$ cat config.mk
export PLATFORM = sky130hd
export DESIGN_NAME = bcd_display_converter
export DESIGN_NICKNAME = d
export VERILOG_FILES = /design/src/rtl/bcd_display_pkg.sv /design/src/rtl/bcd_display_converter_seg7.sv /design/src/rtl/bcd_display_converter.sv
export SDC_FILE = /design/constraint.sdc
export NUM_CORES = 1
export LEC_CHECK = 0
export ABC_CLOCK_PERIOD_IN_PS = 2400
export BUFFER_PORTS_ARGS = -buffer_cell sky130_fd_sc_hd__buf_2
export CAP_MARGIN = 20
export CORE_MARGIN = 2
export CORE_UTILIZATION = 26
export DETAILED_ROUTE_END_ITERATION = 12
export SLEW_MARGIN = 20
export SYNTH_ARGS = -nofsm -noshare
export SYNTH_HDL_FRONTEND = slang
export SYNTH_SLANG_ARGS = --single-unit
$ cat constraint.sdc
create_clock -name clk -period 2.4 [get_ports clk]
set_clock_uncertainty 0.15 [all_clocks]
set_input_delay 0.12 -clock clk [delete_from_list [all_inputs] [get_ports clk]]
set_output_delay 0.12 -clock clk [all_outputs]
set_load 0.05 [all_outputs]
$ cat src/rtl/bcd_display_pkg.sv
// Shared definitions for the BCD display converter.
//   - FSM state encodings (IDLE / SHIFT / DONE)
//   - Active-low 7-segment patterns, bit0 = a .. bit6 = g
//   - add3: double-dabble digit correction
//   - pow10: elaboration-time power of ten, used for the overflow threshold
package bcd_display_pkg;

    typedef logic [1:0] state_t;
    localparam state_t IDLE  = 2'd0;
    localparam state_t SHIFT = 2'd1;
    localparam state_t DONE  = 2'd2;

    // Index 0 is the leftmost element because the range ascends.
    localparam logic [0:9][6:0] SEG_DIGIT = {
        7'b1000000, 7'b1111001, 7'b0100100, 7'b0110000, 7'b0011001,
        7'b0010010, 7'b0000010, 7'b1111000, 7'b0000000, 7'b0010000
    };
    localparam logic [6:0] SEG_DASH = 7'b0111111;
    localparam logic [6:0] SEG_ZERO = 7'b1000000;

    // A digit >= 5 would become >= 10 after the next shift; adding 3 first
    // makes the shift carry into the next digit instead.
    function automatic logic [3:0] add3(input logic [3:0] d);
        return (d >= 4'd5) ? d + 4'd3 : d;
    endfunction

    function automatic logic [63:0] pow10(input int n);
        logic [63:0] r;
        r = 64'd1;
        for (int i = 0; i < n; i++) r = r * 64'd10;
        return r;
    endfunction

endpackage

$ cat src/rtl/bcd_display_converter_seg7.sv
// Combinational 7-segment encoder for one BCD digit.
//   digit : 4-bit BCD value
//   dash  : force the dash pattern (overflow indication)
//   seg   : active-low segments, bit0 = a .. bit6 = g
// Non-decimal codes (10..15) also show a dash.
module seg7_digit_encoder
    import bcd_display_pkg::*;
(
    input  logic [3:0] digit,
    input  logic       dash,
    output logic [6:0] seg
);

    always_comb begin
        seg = SEG_DASH;
        if (!dash && digit <= 4'd9) seg = SEG_DIGIT[digit];
    end

endmodule

$ cat src/rtl/bcd_display_converter.sv
// Sequential binary-to-BCD converter (double dabble, one bit per clock)
// with registered 7-segment outputs.
//   clk, n_reset : clock, synchronous active-low reset
//   start        : request a conversion; honoured in IDLE or DONE only
//   binary       : unsigned input, latched when start is accepted
//   busy         : high while shifting
//   done         : one-cycle pulse, outputs freshly updated
//   overflow     : converted value did not fit in DIGITS decimal digits
//   bcd          : packed BCD, digit 0 (ones) in bits [3:0]
//   ones..thousands : active-low segment patterns for digits 0..3
// Outputs only change on the edge that enters DONE, so the displays keep
// the previous result while a new conversion is in flight.
// The four named segment ports assume DIGITS >= 4.
module bcd_display_converter
    import bcd_display_pkg::*;
#(
    parameter int WIDTH  = 32,
    parameter int DIGITS = 4
) (
    input  logic                  clk,
    input  logic                  n_reset,
    input  logic                  start,
    input  logic [WIDTH-1:0]      binary,
    output logic                  busy,
    output logic                  done,
    output logic                  overflow,
    output logic [4*DIGITS-1:0]   bcd,
    output logic [6:0]            ones,
    output logic [6:0]            tens,
    output logic [6:0]            hundreds,
    output logic [6:0]            thousands
);

    localparam int SW = 4 * DIGITS;
    localparam int CW = $clog2(WIDTH + 1);
    localparam logic [63:0] MAX_VAL = pow10(DIGITS) - 64'd1;

    state_t                   state;
    logic [WIDTH-1:0]         shreg;
    logic [SW-1:0]            scratch;
    logic [CW-1:0]            cnt;
    logic                     ovf_pend;

    logic [SW-1:0]            corr;
    logic [SW-1:0]            scr_nx;
    logic [WIDTH-1:0]         sh_nx;
    logic [DIGITS-1:0][6:0]   seg_nx;
    logic [DIGITS-1:0][6:0]   seg_q;
    logic [SW-1:0]            bcd_q;
    logic                     ovf_q;

    // Correct then shift; the bit leaving the top digit is dropped, which
    // leaves the low DIGITS digits of the true decimal value.
    always_comb begin
        corr = '0;
        for (int i = 0; i < DIGITS; i++) corr[4*i +: 4] = add3(scratch[4*i +: 4]);
        {scr_nx, sh_nx} = {corr, shreg} << 1;
    end

    // Encoders look at the post-shift scratch so the final shift's result
    // is captured on the same edge that enters DONE.
    for (genvar g = 0; g < DIGITS; g++) begin : g_enc
        seg7_digit_encoder u_enc (
            .digit (scr_nx[4*g +: 4]),
            .dash  (ovf_pend),
            .seg   (seg_nx[g])
        );
    end

    always_ff @(posedge clk) begin
        if (!n_reset) begin
            state    <= IDLE;
            shreg    <= '0;
            scratch  <= '0;
            cnt      <= '0;
            ovf_pend <= 1'b0;
            bcd_q    <= '0;
            ovf_q    <= 1'b0;
            seg_q    <= {DIGITS{SEG_ZERO}};
        end else begin
            case (state)
                IDLE, DONE: begin
                    if (start) begin
                        shreg    <= binary;
                        scratch  <= '0;
                        cnt      <= '0;
                        ovf_pend <= (64'(binary) > MAX_VAL);
                        state    <= SHIFT;
                    end else begin
                        state    <= IDLE;
                    end
                end
                SHIFT: begin
                    scratch <= scr_nx;
                    shreg   <= sh_nx;
                    cnt     <= cnt + 1'b1;
                    if (cnt == CW'(WIDTH - 1)) begin
                        state <= DONE;
                        bcd_q <= scr_nx;
                        seg_q <= seg_nx;
                        ovf_q <= ovf_pend;
                    end
                end
                default: state <= IDLE;
            endcase
        end
    end

    assign busy      = (state == SHIFT);
    assign done      = (state == DONE);
    assign overflow  = ovf_q;
    assign bcd       = bcd_q;
    assign ones      = seg_q[0];
    assign tens      = seg_q[1];
    assign hundreds  = seg_q[2];
    assign thousands = seg_q[3];

endmodule
**After elaboration in Yosys (flattened, before gate mapping)**

Memory sizes are Yosys's and may differ from the RTL's.
Index checks and enable logic that the tools add are counted.

- Add/subtract/negate cells: 5
- Order comparisons: 13
- Equality and inequality tests: 5
- Muxes and demuxes: 25
- Bitwise gates (word level): 4
- Reductions and logical operators: 11

Operators with widths:

| kind | number |
|---|---|
| $mux 7 | 12 |
| $pmux 32 s2 | 1 |
| $gt 32x14->1 const B | 1 |
| $mux 32 | 1 |
| $pmux 16 s2 | 1 |
| $ge 5x5->1 const B | 4 |
| $not 4->5 | 4 |
| $ge 4x3->1 const B | 4 |
| $le 4x4->1 const B | 4 |
| $mux 16 | 1 |
| $add 4x2->4 const B | 3 |
| $mux 4 | 3 |
| $pmux 6 s2 | 1 |
| $add 6x1->6 const B | 1 |
| $eq 6x5->1 const B | 1 |
| $mux 6 | 1 |
| $reduce_and 2->1 | 3 |
| $logic_and 1x1->1 | 4 |
| $pmux 2 s2 | 1 |
| $add 3x2->3 const B | 1 |
| $mux 3 | 1 |
| $eq 2x1->1 const B | 1 |
| $eq 2x2->1 const B | 1 |
| $logic_not 2->1 | 1 |
| other kinds (7) | 7 |

- Flip-flop bits (word level): 102
- Bits in read-only memories: 448
- Input bits: 35
- Output and inout bits: 47
- Word-level logic and storage cells: 78
- Memories kept: 4

Memory list:

| memory | words | bits a word | read ports | clocked after memory_dff | write ports | RTL line | source |
|---|---|---|---|---|---|---|---|
| (no name shown) | 16 | 7 | 1 | 0 | 0 | bcd_display_converter_seg7.sv:16 | `if (!dash && digit <= 4'd9) seg = SEG_DIGIT[digit];` |
| (no name shown) | 16 | 7 | 1 | 0 | 0 | bcd_display_converter_seg7.sv:16 |  |
| (no name shown) | 16 | 7 | 1 | 0 | 0 | bcd_display_converter_seg7.sv:16 |  |
| (no name shown) | 16 | 7 | 1 | 0 | 0 | bcd_display_converter_seg7.sv:16 |  |

**Depth between registers and ports, before layout**

Gate-level depths: netlist of the first run.

- Depth in word-level cells: 7
- Gate-level depth with buffers: 12
- Mapped depth without buffers: 10

**By module**

A second synthesis of the first run with hierarchy kept.

- Cell total of the unflattened synthesis: 628
- Area total of the unflattened synthesis: 5207.5 um^2

Modules (own cells, without submodules):

| module | instances | cells an instance | area each (um^2) | sequential area each (um^2) |
|---|---|---|---|---|
| bcd_display_converter | 1 | 508 | 4281.6 | 2042.0 |
| seg7_digit_encoder | 4 | 30 | 231.5 | 0.0 |

**Least setup slack after synthesis of the first run**

OpenSTA, ideal clock, no wires.

- Path type: register to register
- Start: reg scratch[5]
- End: reg seg_q (netlist bit hundreds[4])
- Library setup time: 0.075 ns
- Arrival: 2.190 ns
- Data required time: 2.175 ns
- Path slack: -0.014 ns
- Cell stages (with the launch flop): 11
- Path buffers: 0
- Clock period less this slack: 2.414 ns
- Cells stage by stage: dfxtp_1 inv_1 ha_1 nand2b_1 nor2b_1 mux2i_1 inv_1 ha_1 or3_1 o211a_1 o22ai_1

- Cells in the longest elaborated chain, start to end: 7
- Elaborated cells between the ends (all ways): 10
- Classes of those cells: 1 x add/sub; 2 x order compare; 4 x mux; 1 x bitwise; 1 x reduce/logical; 1 x memory

RTL lines:

| item | RTL line | source |
|---|---|---|
| start: declaration | bcd_display_converter.sv:40 | `logic [SW-1:0] scratch;` |
| start signal: assignment | bcd_display_converter.sv:94 | `scratch <= scr_nx;` |
| $add 4x2->4 or $ge 4x3->1 (tied branches) | bcd_display_pkg.sv:24 | `return (d >= 4'd5) ? d + 4'd3 : d;` |
| $mux 4 (*) | bcd_display_pkg.sv:24 |  |
| net corr[7] | bcd_display_converter.sv:44 | `logic [SW-1:0] corr;` |
| $not 4->5 (implied by the code) | bcd_display_converter_seg7.sv:16 |  |
| $mem_v2 16x7 | -- |  |
| $mux 7 (implied by the code) (2 in series) | bcd_display_converter_seg7.sv:16 |  |
| $mux 7 (*) | bcd_display_converter_seg7.sv:16 |  |
| end signal: assignment | bcd_display_converter.sv:79 | `seg_q <= {DIGITS{SEG_ZERO}};` |
| end signal: assignment | bcd_display_converter.sv:100 | `seg_q <= seg_nx;` |
| end: declaration | bcd_display_converter.sv:48 | `logic [DIGITS-1:0][6:0] seg_q;` |

Mark *: on every way through the listed nets, which the timed path passes. The rest lies on a longest branch. The select of a mux whose other input is x is not followed.
A chain may end at the register's enable or synchronous reset.

**Final worst setup path of the first run**

- Start: reg scratch[9]
- End: reg seg_q (netlist bit thousands[4])

The elaborated chain is that of the path after synthesis.

==> results.md, run 1 <==
- Critical Path AT: 2.40 ns
- Final Max Slew Viols: 0
- Least-Margin Pin Slew: between 0.7 and 0.8 ns
- RD Place Congestion: ~0.77
- Number of H-tree levels: 3
- Critical Path, Cell by Cell: inv_1, ha_1, nand2b_1, nor2b_2, mux2i_1, inv_1, ha_1, o31a_1, o21a_4, o22ai_2
- Total power: roughly 3.6 mW
- Origin of the worst min-delay path: start
- Synthesized cell area: 5090 sq um
- Hold path depth: 3
- Worst min-delay path category: in2reg
- Avg Vias per Cell: around 4.7
- Die Wd: ~140 microns
- Initial core utilization: 26.3%
- Sequential share of the synthesized area: 40.1%
- Vias: ~4600
- Worst r2r src: scratch[9]
- Wirelength, routed: about 13000 microns
- Critical Path RT: between 2 and 3 ns
- TritonCTS clock tree: built
- Antenna Violating Nets Remaining: 0
- Post-Syn Instances: approximately 590
- Maximum buffer depth of the clock tree: 2
- Max-Cap Viols: 0
- Antenna cells: 0
- Worst vdd ir: ~0.34 mV
- Number of CTS-inserted buffers: 9
- Placed insts: about 900
- Setup crit start kind: flip-flop
- Fraction of layout cells with a size suffix above 1: 26.5%
- Clk sinks: 102
- WL/cell: roughly 13 microns
- Die ar.: 20700 sq um
- Initial antenna violation count: 0
- Avg Cell Area, Syn: around 8.7 sq um
- R2r setup slk: 0.13 ns
- Final Hold Viols: 0
- Critical Path Sink Type: flip-flop
- TritonRoute pass-1 iters: 4
- DRT iter0 DRCs: roughly 250
- Fin crit period: about 2.3 ns
- Slowest Stage Delay on Critical Path: 0.35 ns
- Async SR Flop Fraction: 0%
- Area delta synth->final: 30.0%
- Final net count: 767
- Mapped Nets: 644
- Worst skew pair latency: approximately 0.35 ns
- F_max: about 440 MHz
- Final Non-Filler Cells: between 900 and 1000
- Critical Setup Path Class: reg2reg
- Chip height: approximately 140 microns
- Pleak: between 2 and 3 nW
- Largest net degree at the start of global routing: 40
- Row cnt: 51
- Port Buf Inserts: 81
- Slowest cell on crit path: dfxtp_1
- Yosys cell types: 64
- CP Max Fanout: 6
- Worst r2r dst: thousands[4]
- Total GRT Usage: around an eighth
- Number of global-route vias before repair: roughly 4300
- Clock Tree Root: clkbuf_16
- FF-to-FF path depth: 10
- Ports: between 80 and 90
- Rel. slew slack: between 50% and 60%
- PwrDens: about 540 nW/um^2
- # fillers: around 2000
- Endpoints failing setup: 0
- Outcome: finished, final reports clean
- First-pass GRT wire length: 21300 microns
- Ys flop type: dfxtp_1
- Final HPWL DP: around 9000 microns
- Core area: between 15000 and 20000 sq um
- Final Cycle Share: a little over nine tenths
- Clock Pin Slew Worst Setup and Hold Paths: 0.07 ns
- DRC violations left: 0
- Destination of the worst hold path: state[0]
- EDFF count, synth: 0
- Yosys Warn Count: 0
- Flop and latch count out of synthesis: 102
- Grt ovf: 0
==> power by group <==
group	internal (mW)	total, mW	switching [mW]
clock network	0.825	1.51	0.687
logic	0.141	0.326	0.185
registers	1.73	1.76	0.0269
==> cell families (layout without fill, tap and decap cells) <==
family	Yosys count	after routing	synth area share, %
multiplexers	13	13	2.73
flip-flops	102	102	40.1
XOR/XNOR	4	4	0.958
adder cells (fa/ha/maj)	24	24	5.90
AO/OA/AOI/OAI	213	213	28.0
AND/OR/NAND/NOR	169	169	16.4
buffers and inverters	60	187	5.92
==> flip-flops by register name, summed over array words and instances, names as in the netlist <==
name / cells
ones: 7
scratch: 16
hundreds: 7
shreg: 32
overflow: 1
tens: 7
bcd: 16
state: 2
thousands: 7
cnt: 6
ovf_pend: 1
==> repair_timing <==
| action | 4_1_cts | 5_1_grt |
|---|---|---|
| gates resized for setup | 0 | 18 |
| setup buffers | 0 | 4 |
| setup endpoints to repair | 0 | 20 |
| endpoints found under the hold margin | 35 | 0 |
| hold buffers | 33 | 0 |
==> layout by cell type (no fill, tap or decap), types with 8 or more instances in the layout <==
| cell | Yosys | layout |
|---|---|---|
| a21oi_1 | 67 | 66 |
| a22oi_1 | 45 | 45 |
| a31oi_1 | 9 | 8 |
| buf_2 | 16 | 81 |
| buf_4 | 1 | 37 |
| clkbuf_16 | 0 | 9 |
| dfxtp_1 | 102 | 99 |
| dlygate4sd3_1 | 0 | 33 |
| ha_1 | 24 | 21 |
| inv_1 | 18 | 16 |
| nand2_1 | 64 | 64 |
| nand2b_1 | 9 | 8 |
| nand3_1 | 13 | 13 |
| nor2_1 | 44 | 43 |
| o21ai_0 | 36 | 36 |
==> final cells by class <==
cell class	count	area [sq um]	share of cell area, %
clock buffer	9	225	3.40
clock inverter	6	78.8	1.19
inverter	20	75.1	1.13
multi-input combinational	423	2830	42.8
sequential	102	2050	30.9
tap	265	332	5.01
timing repair buffer	152	1030	15.6
==> worst max-delay path by stage <==
stage / startpoint / to / slack, ns / cells after the start
2_1_floorplan: scratch[1] / tens[3] / 0.01 / 11
3_3_place_gp: scratch[5] / hundreds[4] / 0.1 / 10
3_5_place_dp: scratch[9] / hundreds[4] / 0.04 / 9
4_1_cts: scratch[9] / hundreds[4] / 0.02 / 9
5_1_grt: scratch[9] / thousands[4] / -0.005 / 10
6_report: scratch[9] / thousands[4] / 0.13 / 10
==> metrics by stage <==
stage	worst slack [ns]	hold slack (ns)	util (%)	instance area, sq um	TNS [ns]
2_1_floorplan	0.0147	0.121	-	5100	0
3_3_place_gp	0.0965	0.221	30.4	5890	0
3_5_place_dp	0.0418	0.229	30.4	5890	0
4_1_cts	0.0239	0.0833	33.7	6520	0
5_1_grt	-0.00513	0.114	34.2	6620	-0.00513
6_report	0.128	0.0751	34.2	6620	0
==> metal layers <==
metal / share of wire (%) / track usage (%)
met4: 0.78 / 3.15
met2: 47 / 21.2
met5: 0 / 0
met1: 47 / 16.5
met3: 5.1 / 3.77
==> worst max-delay path: cells and delay by family (launching register included) <==
family | cells | cell delay (ns)
compound gates | 3 | 0.59
fa+ha+maj | 2 | 0.40
flops | 1 | 0.35
simple gates | 2 | 0.35
buf+inv | 2 | 0.19
mux | 1 | 0.19
==> Yosys cell counts (3+ instances only) <==
library cell,count,area [sq um]
a31o_1,3,26.3
a21oi_1,67,335
mux2i_1,8,80.1
a21oi_2,3,26.3
o211ai_1,6,45.0
inv_1,18,67.6
nand2b_1,9,56.3
ha_1,24,300
a211oi_2,7,87.6
nand2_1,64,240
or3_1,3,18.8
o21a_1,4,30.0
nor2_1,44,165
o21ai_1,3,15.0
nand4_1,3,18.8
a31oi_1,9,56.3
dfxtp_1,102,2040
nor3_1,5,25.0
a21o_1,3,22.5
nand3b_1,3,22.5
o21ai_2,5,43.8
nand3_1,13,65.1
xnor2_1,3,26.3
buf_6,7,78.8
nor4_1,5,31.3
buf_2,16,80.1
nor2b_1,4,25.0
o22ai_1,4,25.0
o21ai_0,36,180
clkbuf_1,16,60.1
a22oi_1,45,338
mux2_2,4,45.0
(Power assumes the default switching activity.)
==> run 2, diff against run 1 <==
--- a/config.mk
+++ b/config.mk
@@ -5,6 +5,7 @@
 export SDC_FILE = /design/constraint.sdc
 export NUM_CORES = 1
 export LEC_CHECK = 0
+export ABC_AREA = 1
 export ABC_CLOCK_PERIOD_IN_PS = 2400
 export BUFFER_PORTS_ARGS = -buffer_cell sky130_fd_sc_hd__buf_2
 export CAP_MARGIN = 20
==> run 2 against run 1 <==
Net effect: first-iteration DRC count decreased by 8.3%; flip-flop and latch count unchanged; combinational power decreased by 11%; synthesized cell count increased by 18%; count of clock-buffer cells in the layout increased by 1; via count increased by 3.3%; critical endpoint unchanged; core utilization decreased by 1.0 points; hold slack got worse by 0.064 ns; largest cell class unchanged; cell area decreased by 5.8%.
==> results.md, run 2 <==
- Die ar.: 20300 sq um (was 20700 sq um)
- Final net count: 858 (was 767)
- Grt ovf: 0 (unchanged)
- Yosys cell types: 37 (was 64)
- Ys flop type: dfxtp_1 (unchanged)
- Mapped Nets: 752 (was 644)
- Yosys Warn Count: 0 (unchanged)
- Commonest non-fill, non-tap cell in the layout: nand2_1 (was dfxtp_1)
- RSZ-0062 raised after global routing: false
- Total power: 3.44 mW (was 3.60 mW)
- Chip height: 142 microns (was 144 microns)
- Most frequent cells in the layout: nand2_1 (186), dfxtp_1 (97), buf_2 (81) (was dfxtp_1 (99), buf_2 (81), a21oi_1 (66))
- Max reg flops: 32 (unchanged)
- Fraction of layout cells with a size suffix above 1: 18.4% (was 26.5%)
- Hold Worst Slack: 0.0111 ns (was 0.0751 ns)
- Rel. slew slack: 67.3% (was 51.3%)
- Slowest cell on crit path: dfxtp_1 (unchanged)
- Post-Syn Instances: 693 (was 585)
- CP Max Fanout: 4 (was 6)
- Number of CTS-inserted buffers: 9 (unchanged)
- Fin crit period: 2.17 ns (was 2.27 ns)
- Number of H-tree levels: 3 (unchanged)
- TritonRoute pass-1 iters: 5 (was 4)
- EDFF count, synth: 0 (unchanged)
- Pleak: 2.76 nW (was 2.64 nW)
- Worst r2r src: scratch[13] (was scratch[9])
- Most frequent cell after synthesis: nand2_1 (was dfxtp_1)
- Post-synth top area share: 41.0% (was 40.1%)
- Multi-input gate area: 2510 sq um (was 2830 sq um)
- Flop and latch count out of synthesis: 102 (unchanged)
- Area delta synth->final: 25.0% (was 30.0%)
- Slowest Stage Delay on Critical Path: 0.33 ns (was 0.35 ns)
- Top cells by area, synth: dfxtp_1 (41%), nand2_1 (14%), ha_1 (6.0%) (was dfxtp_1 (40%), a22oi_1 (6.6%), a21oi_1 (6.6%))
- Worst skew pair latency: 0.35 ns (about the same)
- FF+latch area: 2050 sq um (about the same)
- DRC violations left: 0 (unchanged)
- Number of global-route vias before repair: 4391 (was 4265)
- First-pass GRT wire length: 21300 microns (unchanged)
- Initial core utilization: 26.6% (was 26.3%)
- Final Hold Viols: 0 (unchanged)
- Setup crit end: thousands[4] (unchanged)
- Worst min-delay path category: in2reg (unchanged)
- Clock Pin Slew Worst Setup and Hold Paths: 0.07 ns (about the same)
- Endpoints failing setup: 0 (unchanged)
- Clk sinks: 102 (unchanged)
- Critical Path AT: 2.27 ns (was 2.40 ns)
- Core area: 18800 sq um (was 19300 sq um)
- RD Place Congestion: 0.811 (was 0.774)
- Worst r2r dst: thousands[4] (unchanged)
- Top cells by count, synth: nand2_1 (186), dfxtp_1 (102), inv_1 (70) (was dfxtp_1 (102), a21oi_1 (67), nand2_1 (64))
- Row cnt: 50 (was 51)
- Critical Path RT: 2.49 ns (was 2.53 ns)
- Avg Vias per Cell: 4.58 (was 4.72)
- PwrDens: 552 nW/um^2 (was 544 nW/um^2)
- Worst path bufs/invs: 4 (was 2)
- Worst vdd ir: 0.324 mV (was 0.340 mV)
- Synth area leader: dfxtp_1 (unchanged)
- Ports: 82 (unchanged)
- WL/cell: 12.7 microns (was 13.4 microns)
- DRT iter0 DRCs: 232 (was 253)
- R2r setup slk: 0.23 ns (was 0.13 ns)
- Total GRT Usage: 13.0% (was 12.9%)
- Synthesized cell area: 4990 sq um (was 5090 sq um)
- Final Cycle Share: 90.5% (was 94.7%)
- Avg Cell Area, Syn: 7.19 sq um (was 8.71 sq um)
- Antenna Violating Nets Remaining: 0 (unchanged)
- FF-to-FF path depth: 15 (was 10)
- Sequential share of the synthesized area: 41.0% (was 40.1%)
- Clock Tree Root: clkbuf_16 (unchanged)
- Maximum buffer depth of the clock tree: 2 (unchanged)
- Vias: 4759 (was 4607)
- Outcome: finished, final reports clean (unchanged)
- Biggest register: shreg (unchanged)
- Async SR Flop Fraction: 0% (unchanged)
- F_max: 460 MHz (was 440 MHz)
- CP Launch Point: scratch[13] (was scratch[9])
- Critical Setup Path Class: reg2reg (unchanged)
- Largest net degree at the start of global routing: 63 (was 40)
- Antenna cells: 0 (unchanged)
- Critical Path Sink Type: flip-flop (unchanged)
- Setup TNS: 0 ns (unchanged)
- Post-CTS setup buffers: 0 (unchanged)
- Final HPWL DP: 9120 microns (was 9020 microns)
- Least-Margin Pin Slew: 0.490 ns (was 0.730 ns)
- # fillers: 2016 (was 2038)
- Initial antenna violation count: 0 (unchanged)
- Cell family contributing the most delay on the critical path: simple AND/OR/NAND/NOR gates (was compound AO/OA/AOI/OAI gates)
- Die Wd: 142 microns (was 144 microns)
- TritonCTS clock tree: built (unchanged)
- Port Buf Inserts: 81 (unchanged)
- Final Max Slew Viols: 0 (unchanged)
- Critical Path, Cell by Cell: inv_1, ha_1, inv_1, nand2_1, nand3_1, xor2_1, inv_1, ha_1, inv_1, nand2_1, nand2_1, nand2_1, nand3_1, nor2_1, nor2_1 (was inv_1, ha_1, nand2b_1, nor2b_2, mux2i_1, inv_1, ha_1, o31a_1, o21a_4, o22ai_2)
- Wirelength, routed: 13100 microns (about the same)
- Max-Cap Viols: 0 (unchanged)
- Cell depth of the worst setup path: 15 (was 10)
- Setup crit start kind: flip-flop (unchanged)
-- run 2: cell types whose count changed in the layout (fill, tap and decap cells not counted), sizes merged, moves of 12 or more --
cell	previous run	this run
nand2	64	190
nor2	45	74
a22oi	45	0
o21ai	44	62
a21oi	70	49
inv	23	75
a221oi	1	13
buf	119	101
-- run 2: cell families (layout without fill, tap and decap cells) --
| family | count (synthesis) | after routing | share of synthesized area (%) |
|---|---|---|---|
| AOI/OAI and AO/OA | 154 | 154 | 18.1 |
| xor gates and xnor gates | 4 | 4 | 0.703 |
| adders and majority gates | 24 | 24 | 6.02 |
| DFF | 102 | 102 | 41.0 |
| buffers and inverters | 104 | 215 | 8.78 |
| and+or+nand+nor | 305 | 305 | 25.4 |
-- run 2: repair_timing --
action / CTS / global route
hold buffers: 25 / 0
setup endpoints to repair: 0 / 12
resized for setup: 0 / 7
endpoints found under the hold margin: 26 / 0
-- run 2: how the worst min path moves through the flow --
stage	from	to	slack, ns	cells past startpoint
floorplan	binary[0]	shreg[0]	0.12	2
global placement	binary[0]	shreg[0]	0.24	3
detailed placement	binary[0]	shreg[0]	0.24	3
CTS	binary[27]	shreg[27]	0.003	5
global route	binary[22]	shreg[22]	0.03	5
finish	binary[22]	shreg[22]	0.01	5
-- run 2: cell type report --
type	count	share of cell area [%]
Sequential cell	102	32.9
Multi-Input combinational cell	487	40.3
Inverter	73	4.40
Clock inverter	6	0.723
Clock buffer	10	3.67
Tap cell	234	4.70
Timing Repair Buffer	126	13.3
-- run 2: metrics by stage --
step | util (%) | cells | instance area, sq um | worst slack (ns)
6_report | 33.2 | 1038 | 6230 | 0.228
2_1_floorplan | - | 693 | 4990 | 0.193
5_1_grt | 33.2 | 1038 | 6230 | 0.0169
3_3_place_gp | 30.3 | 997 | 5700 | 0.228
3_5_place_dp | 30.3 | 997 | 5700 | 0.160
4_1_cts | 33.1 | 1038 | 6220 | 0.138
-- run 2: power by group --
part	switching (mW)	internal (mW)	total, mW
sequential	0.0285	1.74	1.76
combinational	0.175	0.116	0.291
clock	0.672	0.714	1.39
total	0.875	2.57	3.44
-- run 2: worst reg2reg max path: cells and delay by family (launching register included) --
kind | cells | cell delay, ns
XOR/XNOR | 1 | 0.17
adder cells (fa/ha/maj) | 2 | 0.38
buffers and inverters | 4 | 0.35
flip-flops | 1 | 0.33
AND/OR/NAND/NOR | 8 | 0.67
-- run 2: metal layers --
layer  share of wire [%]  wire [microns]  up-vias  track usage, %
met5                   0               0        -               0
met4                 1.3             173        0            3.65
met3                 4.8             632       12            3.23
met2                  46            6000      103            21.7
met1                  48            6330     2168            16.6
li1                    -               -     2476               -
==> run 3, diff against run 2 <==
--- a/config.mk
+++ b/config.mk
@@ -12,7 +12,9 @@
 export CORE_MARGIN = 2
 export CORE_UTILIZATION = 26
 export DETAILED_ROUTE_END_ITERATION = 12
+export PLACE_DENSITY = 0.41
 export SLEW_MARGIN = 20
 export SYNTH_ARGS = -nofsm -noshare
 export SYNTH_HDL_FRONTEND = slang
+export SYNTH_HIERARCHICAL = 1
 export SYNTH_SLANG_ARGS = --single-unit
==> run 3 against run 2 <==
Net effect: first-iteration DRC count is 5.6% lower; hold slack better by 0.0016 ns; cell area is 8.0% higher; critical path depth is 2 lower; clock power is 4% higher; total power is 3.3% higher; count of clock-buffer cells in the layout is 1 lower; via count is 8.5% higher; synthesized area is 9.4% higher; final cell count is 14% higher; core utilization is 0.25 points lower; sequential power hardly changed; largest power group unchanged.
==> results.md, run 3 <==
- Largest net degree at the start of global routing: 54 (was 63)
- Final Hold Viols: 0 (unchanged)
- Top cells by count, synth: nand2_1 (223), dfxtp_1 (102), nor2_1 (94) (was nand2_1 (186), dfxtp_1 (102), inv_1 (70))
- Worst r2r src: scratch[9] (was scratch[13])
- Avg Vias per Cell: 4.38 (was 4.58)
- PwrDens: 528 nW/um^2 (was 552 nW/um^2)
- Worst skew pair latency: 0.36 ns (was 0.35 ns)
- RSZ-0062 raised after global routing: false (unchanged)
- Port Buf Inserts: 81 (unchanged)
- Initial antenna violation count: 0 (unchanged)
- Final Cell Area: 6730 sq um (was 6230 sq um)
- Final HPWL DP: 9940 microns (was 9120 microns)
- Avg Cell Area, Syn: 6.79 sq um (was 7.19 sq um)
- Ys flop type: dfxtp_1 (unchanged)
- Top cells by area, synth: dfxtp_1 (37%), nand2_1 (15%), nand3_1 (8.4%) (was dfxtp_1 (41%), nand2_1 (14%), ha_1 (6.0%))
- Antenna Violating Nets Remaining: 0 (unchanged)
- Fin crit period: 2.21 ns (was 2.17 ns)
- Number of H-tree levels: 3 (unchanged)
- Place WS: 0.0454 ns (was 0.160 ns)
- EDFF count, synth: 0 (unchanged)
- Async SR Flop Fraction: 0% (unchanged)
- Most frequent cells in the layout: nand2_1 (218), dfxtp_1 (96), nor2_1 (94) (was nand2_1 (186), dfxtp_1 (97), buf_2 (81))
- TritonCTS clock tree: built (unchanged)
- Worst min-delay path category: in2reg (unchanged)
- Least-Margin Pin Slew: 0.581 ns (was 0.490 ns)
- Maximum buffer depth of the clock tree: 2 (unchanged)
- Mapped Nets: 867 (was 752)
- Critical Path RT: 2.50 ns (was 2.49 ns)
- Pleak: 3.11 nW (was 2.76 nW)
- Post-synth top area share: 37.4% (was 41.0%)
- Post-Syn Instances: 803 (was 693)
- Total GRT Usage: 13.1% (was 13.0%)
- DRT iter0 DRCs: 219 (was 232)
- Critical Setup Path Class: reg2reg (unchanged)
- Origin of the worst min-delay path: start (was binary[22])
- Yosys cell types: 28 (was 37)
- Final Cycle Share: 92.1% (was 90.5%)
- WL/cell: 12.1 microns (was 12.7 microns)
- Final net count: 969 (was 858)
- Most frequent cell after synthesis: nand2_1 (unchanged)
- Grt ovf: 0 (unchanged)
- Wirelength, routed: 14200 microns (was 13100 microns)
- Commonest non-fill, non-tap cell in the layout: nand2_1 (unchanged)
- F_max: 452 MHz (was 460 MHz)
- DRC violations left: 0 (unchanged)
- Post-DP Area: 6150 sq um (was 5700 sq um)
- Total power: 3.55 mW (was 3.44 mW)
- Outcome: finished, final reports clean (unchanged)
- Hold path depth: 4 (was 5)
- RD Place Congestion: 0.786 (was 0.811)
- Final worst setup slack: 0.190 ns (was 0.228 ns)
- Critical Path AT: 2.31 ns (was 2.27 ns)
- Sequential share of the synthesized area: 37.4% (was 41.0%)
- Core area: 20400 sq um (was 18800 sq um)
- TritonRoute pass-1 iters: 4 (was 5)
- FF-to-FF path depth: 13 (was 15)
- Clock Pin Slew Worst Setup and Hold Paths: 0.07 ns (about the same)
- Initial core utilization: 26.7% (was 26.6%)
- Final Max Slew Viols: 0 (unchanged)
- Setup TNS: 0 ns (unchanged)
- R2r setup slk: 0.19 ns (was 0.23 ns)
- Chip height: 149 microns (was 142 microns)
- Critical Path Sink Type: flip-flop (unchanged)
- Worst r2r dst: hundreds[3] (was thousands[4])
- Fraction of layout cells with a size suffix above 1: 19.0% (was 18.4%)
- Setup crit start kind: flip-flop (unchanged)
- Placed insts: 1138 (was 997)
- Final Non-Filler Cells: 1180 (was 1038)
- Antenna cells: 0 (unchanged)
- Yosys Warn Count: 6 (was 0)
- First-pass GRT wire length: 23400 microns (was 21300 microns)
- Number of global-route vias before repair: 4766 (was 4391)
- Clk sinks: 102 (unchanged)
- Worst vdd ir: 0.327 mV (was 0.324 mV)
- Max reg flops: 32 (unchanged)
- Number of CTS-inserted buffers: 9 (unchanged)
- Synth area leader: dfxtp_1 (unchanged)
- Max-Cap Viols: 0 (unchanged)
- Synthesized cell area: 5450 sq um (was 4990 sq um)
- Die ar.: 22200 sq um (was 20300 sq um)
- Hold Worst Slack: 0.0127 ns (was 0.0111 ns)
- Destination of the worst hold path: cnt[0] (was shreg[22])
- Rel. slew slack: 61.3% (was 67.3%)
- Ports: 82 (unchanged)
- Endpoints failing setup: 0 (unchanged)
- Fin util: 33.0% (was 33.2%)
- Row cnt: 52 (was 50)
- Biggest register: shreg (unchanged)
- CP Max Fanout: 5 (was 4)
- Clock Tree Root: clkbuf_16 (unchanged)
- Vias: 5163 (was 4759)
- Flop and latch count out of synthesis: 102 (unchanged)
- Die Wd: 149 microns (was 142 microns)
- Area delta synth->final: 23.5% (was 25.0%)
==> run 3: changes by cell type after synthesis, moves of 8 or more <==
cell	delta
inv_2	+10
o21ai_0	-8
a221oi_1	-13
nand2_2	+10
nor2_1	+25
a21oi_1	-18
nand3_1	+72
nand2_1	+37
==> run 3: metal layers <==
metal	wire, microns	up-vias	track usage, %
li1	-	2778	-
met1	7340	2283	18.1
met2	6170	90	20.5
met3	547	12	2.51
met4	169	0	4.48
met5	0	-	0
==> run 3: power by group <==
part           internal, mW  switching (mW)
logic                 0.134           0.205
registers              1.73          0.0302
clock network         0.725           0.726
==> run 3: layout make-up <==
| type | instances | area, sq um |
|---|---|---|
| Clock inverter | 7 | 61.3 |
| Tap cell | 270 | 338 |
| Clock buffer | 9 | 225 |
| Fill cell | 2308 | 13700 |
| Sequential cell | 102 | 2050 |
| Inverter | 83 | 324 |
| Timing Repair Buffer | 126 | 821 |
| Multi-Input combinational cell | 583 | 2920 |
==> run 3: worst max-delay path: stages, from the launching register on <==
cell	delay [ns]
dfxtp_2	0.35
inv_1	0.08
ha_1	0.18
nand2_1	0.12
nand3_1	0.15
nand2_1	0.10
and2_4	0.17
inv_1	0.07
ha_1	0.20
or2_1	0.25
nand3_1	0.07
nand3_1	0.07
nor2_1	0.11
nor2_1	0.05
==> run 3: worst max-delay path by stage <==
stage                    start          end  slack (ns)  cells after the start
floorplan           scratch[8]  hundreds[0]        0.29                     13
global placement    scratch[9]  hundreds[0]        0.08                     13
detailed placement  scratch[8]  hundreds[3]        0.05                     14
CTS                 scratch[8]  hundreds[3]        0.03                     14
global route        scratch[4]      tens[0]       0.007                     14
finish              scratch[9]  hundreds[3]        0.19                     13
==> run 3: cell families (layout without fill, tap and decap cells) <==
family                   after synthesis  in the layout  share of synthesized area, %
buffers and inverters                118            225                          9.57
flip-flops                           102            102                          37.4
AO/OA/AOI/OAI                        104            104                          10.3
adder cells (fa/ha/maj)               29             29                          6.65
AND/OR/NAND/NOR                      450            450                          36.1
==> run 3: timing repair <==
action	CTS	global route
setup endpoints to repair	0	27
hold endpoints to repair	26	0
buffers inserted	0	0
resized for setup	0	17
hold buffers	26	0
